### src/rtl/uart_tx_frame_if.sv
// Parallel-request / serial-line bundle between the pulse generator (master) and
// the UART frame transmitter (slave).
interface uart_tx_frame_if #(
  parameter int DATA_WIDTH = 8
);
  logic [DATA_WIDTH-1:0] P_DATA;
  logic                  DATA_VLD;
  logic                  PAR_EN;
  logic                  PAR_TYP;
  logic                  TX_OUT;
  logic                  BUSY;

  // DATA_VLD is a one-cycle request; it is taken only when the transmitter is idle.
  // There is no ready: upstream must watch BUSY fall before pulsing again.
  modport master (
    output P_DATA, DATA_VLD, PAR_EN, PAR_TYP,
    input  TX_OUT, BUSY
  );

  modport slave (
    input  P_DATA, DATA_VLD, PAR_EN, PAR_TYP,
    output TX_OUT, BUSY
  );
endinterface

### src/rtl/uart_tx_frame.sv
// UART frame serializer: start, DATA_WIDTH data bits LSB-first, optional parity, stop.
// Define UART_TX_STOP2_EN for a second stop bit.
module uart_tx_frame #(
  parameter int DATA_WIDTH = 8
) (
  input  logic             CLK,
  input  logic             RST,
  uart_tx_frame_if.slave   bus,
  output logic [2:0]       dbg_state
);

  localparam int CW = $clog2(DATA_WIDTH) + 1;
  localparam logic [CW-1:0] LAST_BIT = CW'(DATA_WIDTH - 1);

  typedef enum logic [2:0] {
    IDLE   = 3'd0,
    START  = 3'd1,
    DATA   = 3'd2,
    PARITY = 3'd3,
    STOP   = 3'd4
  } state_t;

  state_t                state, state_d;
  logic [CW-1:0]         cnt, cnt_d;
  logic [DATA_WIDTH-1:0] data_q;
  logic [DATA_WIDTH-1:0] data_sh;
  logic                  par_en_q;
  logic                  par_typ_q;
  logic                  parity;
  logic                  tx_d;
  logic                  busy_d;
  logic                  accept;

`ifdef UART_TX_STOP2_EN
  logic                  stop_second_q;
`endif

  assign accept    = (state == IDLE) && bus.DATA_VLD;
  assign parity    = par_typ_q ? ~^data_q : ^data_q;
  assign data_sh   = data_q >> cnt_d;
  assign dbg_state = state;

  // Outputs are registered from the next state so they line up with the state they describe.
  always_ff @(posedge CLK) begin
    if (!RST) begin
      state      <= IDLE;
      cnt        <= '0;
      data_q     <= '0;
      par_en_q   <= 1'b0;
      par_typ_q  <= 1'b0;
      bus.TX_OUT <= 1'b1;
      bus.BUSY   <= 1'b0;
`ifdef UART_TX_STOP2_EN
      stop_second_q <= 1'b0;
`endif
    end else begin
      state      <= state_d;
      cnt        <= cnt_d;
      bus.TX_OUT <= tx_d;
      bus.BUSY   <= busy_d;
      if (accept) begin
        data_q    <= bus.P_DATA;
        par_en_q  <= bus.PAR_EN;
        par_typ_q <= bus.PAR_TYP;
      end
`ifdef UART_TX_STOP2_EN
      stop_second_q <= (state == STOP) && !stop_second_q;
`endif
    end
  end

  always_comb begin
    state_d = state;
    cnt_d   = cnt;
    case (state)
      IDLE:   if (bus.DATA_VLD) state_d = START;
      START: begin
        state_d = DATA;
        cnt_d   = '0;
      end
      DATA: begin
        if (cnt == LAST_BIT) begin
          state_d = par_en_q ? PARITY : STOP;
          cnt_d   = '0;
        end else begin
          cnt_d = cnt + CW'(1);
        end
      end
      PARITY: state_d = STOP;
      STOP: begin
`ifdef UART_TX_STOP2_EN
        state_d = stop_second_q ? IDLE : STOP;
`else
        state_d = IDLE;
`endif
      end
      default: state_d = IDLE;
    endcase
  end

  always_comb begin
    tx_d   = 1'b1;
    busy_d = (state_d != IDLE);
    case (state_d)
      START:   tx_d = 1'b0;
      DATA:    tx_d = data_sh[0];
      PARITY:  tx_d = parity;
      default: tx_d = 1'b1;
    endcase
  end

endmodule

### src/flat_wrapper.sv
// flat-port wrapper written by rule: the top's interface ports become plain ports
module uart_tx_frame_flat 
#(
  parameter int DATA_WIDTH = 8
)
  (CLK, RST, dbg_state, bus_P_DATA, bus_DATA_VLD, bus_PAR_EN, bus_PAR_TYP, bus_TX_OUT, bus_BUSY);
  uart_tx_frame_if #(.DATA_WIDTH(DATA_WIDTH)) bus_i ();
  input  logic CLK;
  input  logic RST;
  output logic [2:0] dbg_state;
  input wire logic [$bits(bus_i.P_DATA)-1:0] bus_P_DATA;
  input wire logic [$bits(bus_i.DATA_VLD)-1:0] bus_DATA_VLD;
  input wire logic [$bits(bus_i.PAR_EN)-1:0] bus_PAR_EN;
  input wire logic [$bits(bus_i.PAR_TYP)-1:0] bus_PAR_TYP;
  output wire logic [$bits(bus_i.TX_OUT)-1:0] bus_TX_OUT;
  output wire logic [$bits(bus_i.BUSY)-1:0] bus_BUSY;
  assign bus_i.P_DATA = bus_P_DATA;
  assign bus_i.DATA_VLD = bus_DATA_VLD;
  assign bus_i.PAR_EN = bus_PAR_EN;
  assign bus_i.PAR_TYP = bus_PAR_TYP;
  assign bus_TX_OUT = bus_i.TX_OUT;
  assign bus_BUSY = bus_i.BUSY;
  uart_tx_frame #(.DATA_WIDTH(DATA_WIDTH)) u_core (.CLK(CLK), .RST(RST), .bus(bus_i), .dbg_state(dbg_state));
endmodule
### config.mk
export PLATFORM = sky130hd
export DESIGN_NAME = uart_tx_frame_flat
export DESIGN_NICKNAME = d
export VERILOG_FILES = /design/src/rtl/uart_tx_frame_if.sv /design/src/rtl/uart_tx_frame.sv /design/src/flat_wrapper.sv
export SDC_FILE = /design/constraint.sdc
export NUM_CORES = 1
export LEC_CHECK = 0
export ABC_AREA = 1
export BUFFER_PORTS_ARGS = -buffer_cell sky130_fd_sc_hd__buf_2
export CAP_MARGIN = 0
export CORE_ASPECT_RATIO = 1.2
export CORE_UTILIZATION = 55
export CTS_CLUSTER_SIZE = 24
export DETAILED_ROUTE_END_ITERATION = 12
export PLACE_DENSITY = 0.79
export SETUP_SLACK_MARGIN = 0.2
export SYNTH_ARGS = -nofsm -noshare
export SYNTH_HDL_FRONTEND = slang
export SYNTH_SLANG_ARGS = --single-unit
### constraint.sdc
create_clock -name CLK -period 2.37 [get_ports CLK]
set_input_delay 0.237 -clock CLK [delete_from_list [all_inputs] [get_ports CLK]]
set_output_delay 0.237 -clock CLK [all_outputs]
set_load 0.03 [all_outputs]
==> Word level (Yosys, flattened, before mapping) <==
Index checks and enable logic that the tools add are counted.
W data, S select, Z words.
{ "totals": {"reg_bits": 19, "word_cells": 29, "in_bits": 13} }
{ "op_classes": {"mux": 8, "n_eq_ne": 7, "addsub": 1, "n_reduce_logical": 5, "n_shift": 1} }
{ "ops": {"columns": ["operator", "n"], "rows": [
  ["$eq A3 B2 Y1 const B", 4],
  ["$pmux W3 S4", 1],
  ["$mux W3", 3],
  ["$pmux W4 S2", 1],
  ["$reduce_xnor A8 Y1", 1],
  ["$reduce_xor A8 Y1", 1],
  ["$shr A8 B4 Y1", 1],
  ["$eq A3 B1 Y1 const B", 2],
  ["$add A4 B1 Y4 const B", 1],
  ["$eq A4 B3 Y1 const B", 1],
  ["$mux W4", 1],
  ["$logic_not A3 Y1", 1],
  ["$pmux W1 S3", 1],
  ["$reduce_bool A3 Y1", 1],
  ["$logic_and A1 B1 Y1", 1],
  ["$mux W1", 1]
]} }

==> Logic depth before layout (Yosys ltp) <==
{ "depth": {"depth_word": 5, "mapped_depth": 11} }

==> Least setup slack after synthesis <==
OpenSTA, ideal clock, no wires.
{ "synth_timing": {"path_type": "register -> register", "start": "register u_core.state[1] (netlist: u_core.dbg_state[1])", "end": "register u_core.bus.TX_OUT", "setup_time_ns": 0.112, "path_slack_ns": 0.900, "arrival_time_ns": 1.358, "path_stages_with_launch": 10, "synth_period_minus_slack_ns": 1.470, "n_path_buf": 0, "cell_sequence": "dfxtp_1 -> nor2_2 -> nand2_2 -> nand2_2 -> o21ai_1 -> nand3_1 -> nand3_1 -> nand2_1 -> nand2_1 -> nand2_1"} }
{ "synth_via": {"elab_chain_cells": 4, "elab_cells_between_ends": 13} }
{ "synth_lines": {"columns": ["element", "line_no", "text"], "rows": [
  ["start: declaration", "uart_tx_frame.sv:23", "state_t state, state_d;"],
  ["start signal: assignment", "uart_tx_frame.sv:57", "state <= state_d;"],
  ["$eq A3 B2 Y1 (tied with other cells)", "uart_tx_frame.sv:75", "case (state)"],
  ["$pmux W4 S2 / $pmux W3 S4 (equally long branches)", "uart_tx_frame.sv:75", null],
  ["$shr A8 B4 Y1 (tied with other cells)", "uart_tx_frame.sv:40", "assign data_sh = data_q >> cnt_d;"],
  ["$pmux W1 S3 *", "uart_tx_frame.sv:104", "case (state_d)"],
  ["end signal: assignment", "uart_tx_frame.sv:59", "bus.TX_OUT <= tx_d;"],
  ["end: declaration", "uart_tx_frame_if.sv:22", "output TX_OUT, BUSY"]
]} }
Mark *: on every way between the ends. The rest lies on a longest branch, timed or not.
A chain may end at the register's enable or synchronous reset.

==> Worst setup path in the final report <==
{ "layout_timing": {"start": "register u_core.cnt[0]", "end": "register u_core.bus.TX_OUT"} }
{ "layout_via": {"elab_chain_cells": 5, "elab_cells_between_ends": 11} }
{ "layout_lines": {"columns": ["element", "line_no", "text"], "rows": [
  ["start: declaration", "uart_tx_frame.sv:24", "logic [CW-1:0] cnt, cnt_d;"],
  ["start signal: assignment", "uart_tx_frame.sv:58", "cnt <= cnt_d;"],
  ["$add A4 B1 Y4 / $eq A4 B3 Y1 (equally long branches)", "uart_tx_frame.sv:86, uart_tx_frame.sv:82", null],
  ["$mux W4 / $mux W3 (equally long branches)", "uart_tx_frame.sv:82", "if (cnt == LAST_BIT) begin"],
  ["$pmux W4 S2 / $pmux W3 S4 (equally long branches)", "uart_tx_frame.sv:75", null],
  ["$shr A8 B4 Y1 (tied with other cells)", "uart_tx_frame.sv:40", null],
  ["$pmux W1 S3 *", "uart_tx_frame.sv:104", null]
]} }
Marked as above.

==> key figures <==
Global route
  – Grt total ovfl: 0
  – Vias in the first global route: between 800 and 900
  – Largest net degree at the start of global routing: 14
  – Total Routing Usage GR: 0.2210
  – First-pass GRT wire length: 3505 um
  – Initial antenna violation count: 0

Routing
  – First drt pass iteration count: 5
  – DR WL/cell: ~11 um
  – DRT iter0 DRCs: 19
  – Post-route DRC: 0
  – Routed Antenna Nets: 0
  – Via/cell ratio: 5.230
  – DR vias: around 930
  – Post-Route WL: approximately 1900 um

Worst setup path
  – Crit Path Max Fanout: 5
  – Crit path required time: 2580 ps
  – Worst reg2reg setup slack: 780 ps
  – FF-to-FF path depth: 10
  – Setup crit end kind: flop
  – Crit-path slowest cell: dfxtp_1
  – Crit-path max cell delay: between 400 and 500 ps
  – CP top delay family: simple AND/OR/NAND/NOR gates
  – Kind of critical path: reg -> reg
  – Terminus of the critical flop-to-flop path: u_core.bus.TX_OUT
  – Critical Path, Cell by Cell: ha_1 -> nand3_2 -> inv_1 -> nand3_1 -> nand2_1 -> nor2_2 -> nor2_1 -> nand2_1 -> inv_2 -> nand2_1
  – Critical Path AT: 1800 ps
  – Most frequent CP cell: nand2_1
  – Startpoint types: flop
  – Worst Path Buf+Inv: 2
  – Reg-to-Reg Start: u_core.cnt[0]

Clock tree
  – CTS tree: yes
  – Num Clock Sinks: 19
  – Longest Clk Path Bufs: 2
  – Clock latency on the worst-skew pair: 300 ps
  – CTS Root Buffer Type: clkbuf_4
  – Clk slew on worst S/H paths: 100 ps
  – H-tree depth: 1
  – Post-CTS Setup Bufs: 0
  – # resized after CTS: 0
  – CTS Hold Bufs: 0
  – TritonCTS Buffers: 3

Timing
  – Setup TNS: 0 ps
  – Slew headroom: 0.8101
  – Fin crit period: 1591 ps
  – Max Freq: 628.5 MHz
  – Setup-failing EPs final: 0
  – Fin crit share: 0.6713
  – Pins over their slew limit: 0
  – Least-Margin Pin Slew: 281.9 ps
  – Fin. Hold Viols: 0
  – Post-Route Skew: 3.028 ps
  – RSZ-0062 raised after global routing: no

Job
  – Max-cap viol count: 0

Floorplanning
  – Die width: 41.41 um
  – Initial Utilization: 0.6094
  – Die ar.: 2041 um2
  – Vert. Die Dim: 49.29 um
  – Io pins: 18
  – Core area: ~1700 um2
  – Std cell rows: 16

Final layout
  – Fin nets: ~180
  – Fillers: 165
  – Synth-to-layout area growth: 12.94%
  – Share of layout cells above drive strength 1: 0.2438
  – Antenna diode count: 0

Yosys
  – Ys Warns: 0
  – Primary FF master, synth: dfxtp_1
  – Syn_area_per_cell: about 7.3 um2
  – Number of synthesized register bits: 19
  – Synth cell types: 25
  – Seq/Total Area, Yosys: 0.3712
  – Post-Syn Area: 1025 um2
  – Number of synthesized flops with an enable pin: 0
  – Post-Synthesis Cells: 140
  – Asr flop ratio synth: 0
  – Net Count, Synth: 154

Pwr
  – Static Leak: around 0.53 nW
  – PD cells: 642.9 nW/um2
  – Pwr Total: ~0.74 mW
  – Peak supply drop: 482.3 uV

Min path
  – HP Class: in -> reg
  – Sink of the worst hold path: u_core.data_q[2]
  – Hold path startpoint: bus_P_DATA[2]
  – WHS Path Cells: 3

Place
  – DP HPWL: roughly 1500 um
  – Port Buffers: 17
  – GPL Wtd Cong: 0.9546

Run status
  – Outcome: finished clean
-- tightest hold or removal path: cells and delay by family --
family                 cells  cell delay [ps]
AO/OA/AOI/OAI              1               70
buffers and inverters      1               70
AND/OR/NAND/NOR            1               70
-- placed cells by master (no fill, tap or decap) --
cell type   n
a21oi_1     5
a21oi_2     1
buf_2      17
buf_4       1
bufinv_8    1
clkbuf_1    1
clkbuf_4    3
clkinv_1    1
dfxtp_1    19
ha_1        1
inv_1       8
inv_2       3
nand2_1    21
nand2_2     4
nand3_1    18
nand3_2     1
nand3_4     3
nand3b_1    2
nand4_1     1
nor2_1     24
nor2_2      3
nor2_4      1
o21ai_0    12
o21ai_1     2
or2_2       1
xnor2_1     2
xor2_1      4
-- registers in the layout, indices dropped and copies added, names as in the netlist --
register	cells
u_core.par_en_q	1
u_core.bus.BUSY	1
u_core.cnt	4
u_core.dbg_state	3
u_core.bus.TX_OUT	1
u_core.par_typ_q	1
u_core.data_q	8
-- worst max-delay path by stage --
stage,cells after the start,to,slack [ps],start
after global placement,10,u_core.bus.TX_OUT,860,u_core.cnt[0]
after CTS,11,u_core.bus.TX_OUT,770,u_core.cnt[0]
final,10,u_core.bus.TX_OUT,780,u_core.cnt[0]
after global routing,11,u_core.bus.TX_OUT,570,u_core.cnt[0]
after floorplan,9,u_core.bus.TX_OUT,900,u_core.dbg_state[1]
after detailed placement,11,u_core.bus.TX_OUT,790,u_core.cnt[0]
-- logic make-up (layout without fill, tap and decap cells) --
logic type	Yosys count	count (layout)	share of synthesized area
XOR/XNOR	6	6	0.05128
AND/OR/NAND/NOR	79	79	0.3944
flip-flops	19	19	0.3712
buffers and inverters	15	35	0.06959
adder cells (fa/ha/maj)	1	1	0.01221
AO/OA/AOI/OAI	20	20	0.1013
-- cells in the mapped netlist, types with 2 or more instances --
cell / n / area share
nand3_4: 3 / 0.051
xnor2_1: 2 / 0.017
nand2_2: 4 / 0.024
nor2_2: 3 / 0.018
o21ai_1: 2 / 0.0098
inv_2: 3 / 0.011
dfxtp_1: 19 / 0.37
o21ai_0: 12 / 0.059
nand3_1: 18 / 0.088
a21oi_1: 5 / 0.024
xor2_1: 4 / 0.034
inv_1: 8 / 0.029
nand3b_1: 2 / 0.015
nand2_1: 21 / 0.077
nor2_1: 24 / 0.088
-- final cells by class --
type	instances	area (um2)	area share
inverter	13	62.56	0.05405
sequential	19	380.4	0.3286
tap	18	22.52	0.01946
multi-input combinational	106	573.1	0.4951
clock buffer	4	26.28	0.02270
timing repair buffer	18	92.59	0.08000
-- per-stage QoR --
step	hold slack, ps	utilization	cell area, um2	cells	worst slack [ps]
2_1_floorplan	401.1	-	1025	140	899.6
5_1_grt	189.6	0.6882	1157	178	570.3
3_5_place_dp	459.3	0.6726	1131	174	790.7
6_report	173.9	0.6882	1157	178	779.0
4_1_cts	174.4	0.6882	1157	178	765.7
3_3_place_gp	458.9	0.6726	1131	174	861.2
-- power by group --
group | total [mW] | internal [mW] | switching [mW]
registers | 0.377 | 0.348 | 0.0292
clock network | 0.162 | 0.0657 | 0.0962
logic | 0.205 | 0.0850 | 0.120
-- metal layers --
layer,GRT usage,vias to the layer above,part of all wire
met5,0,-,0
met4,0.1237,0,0.030
met3,0.02222,9,0.031
met2,0.3958,23,0.52
met1,0.2500,401,0.42
li1,-,498,-
(Power assumes the default switching activity.)
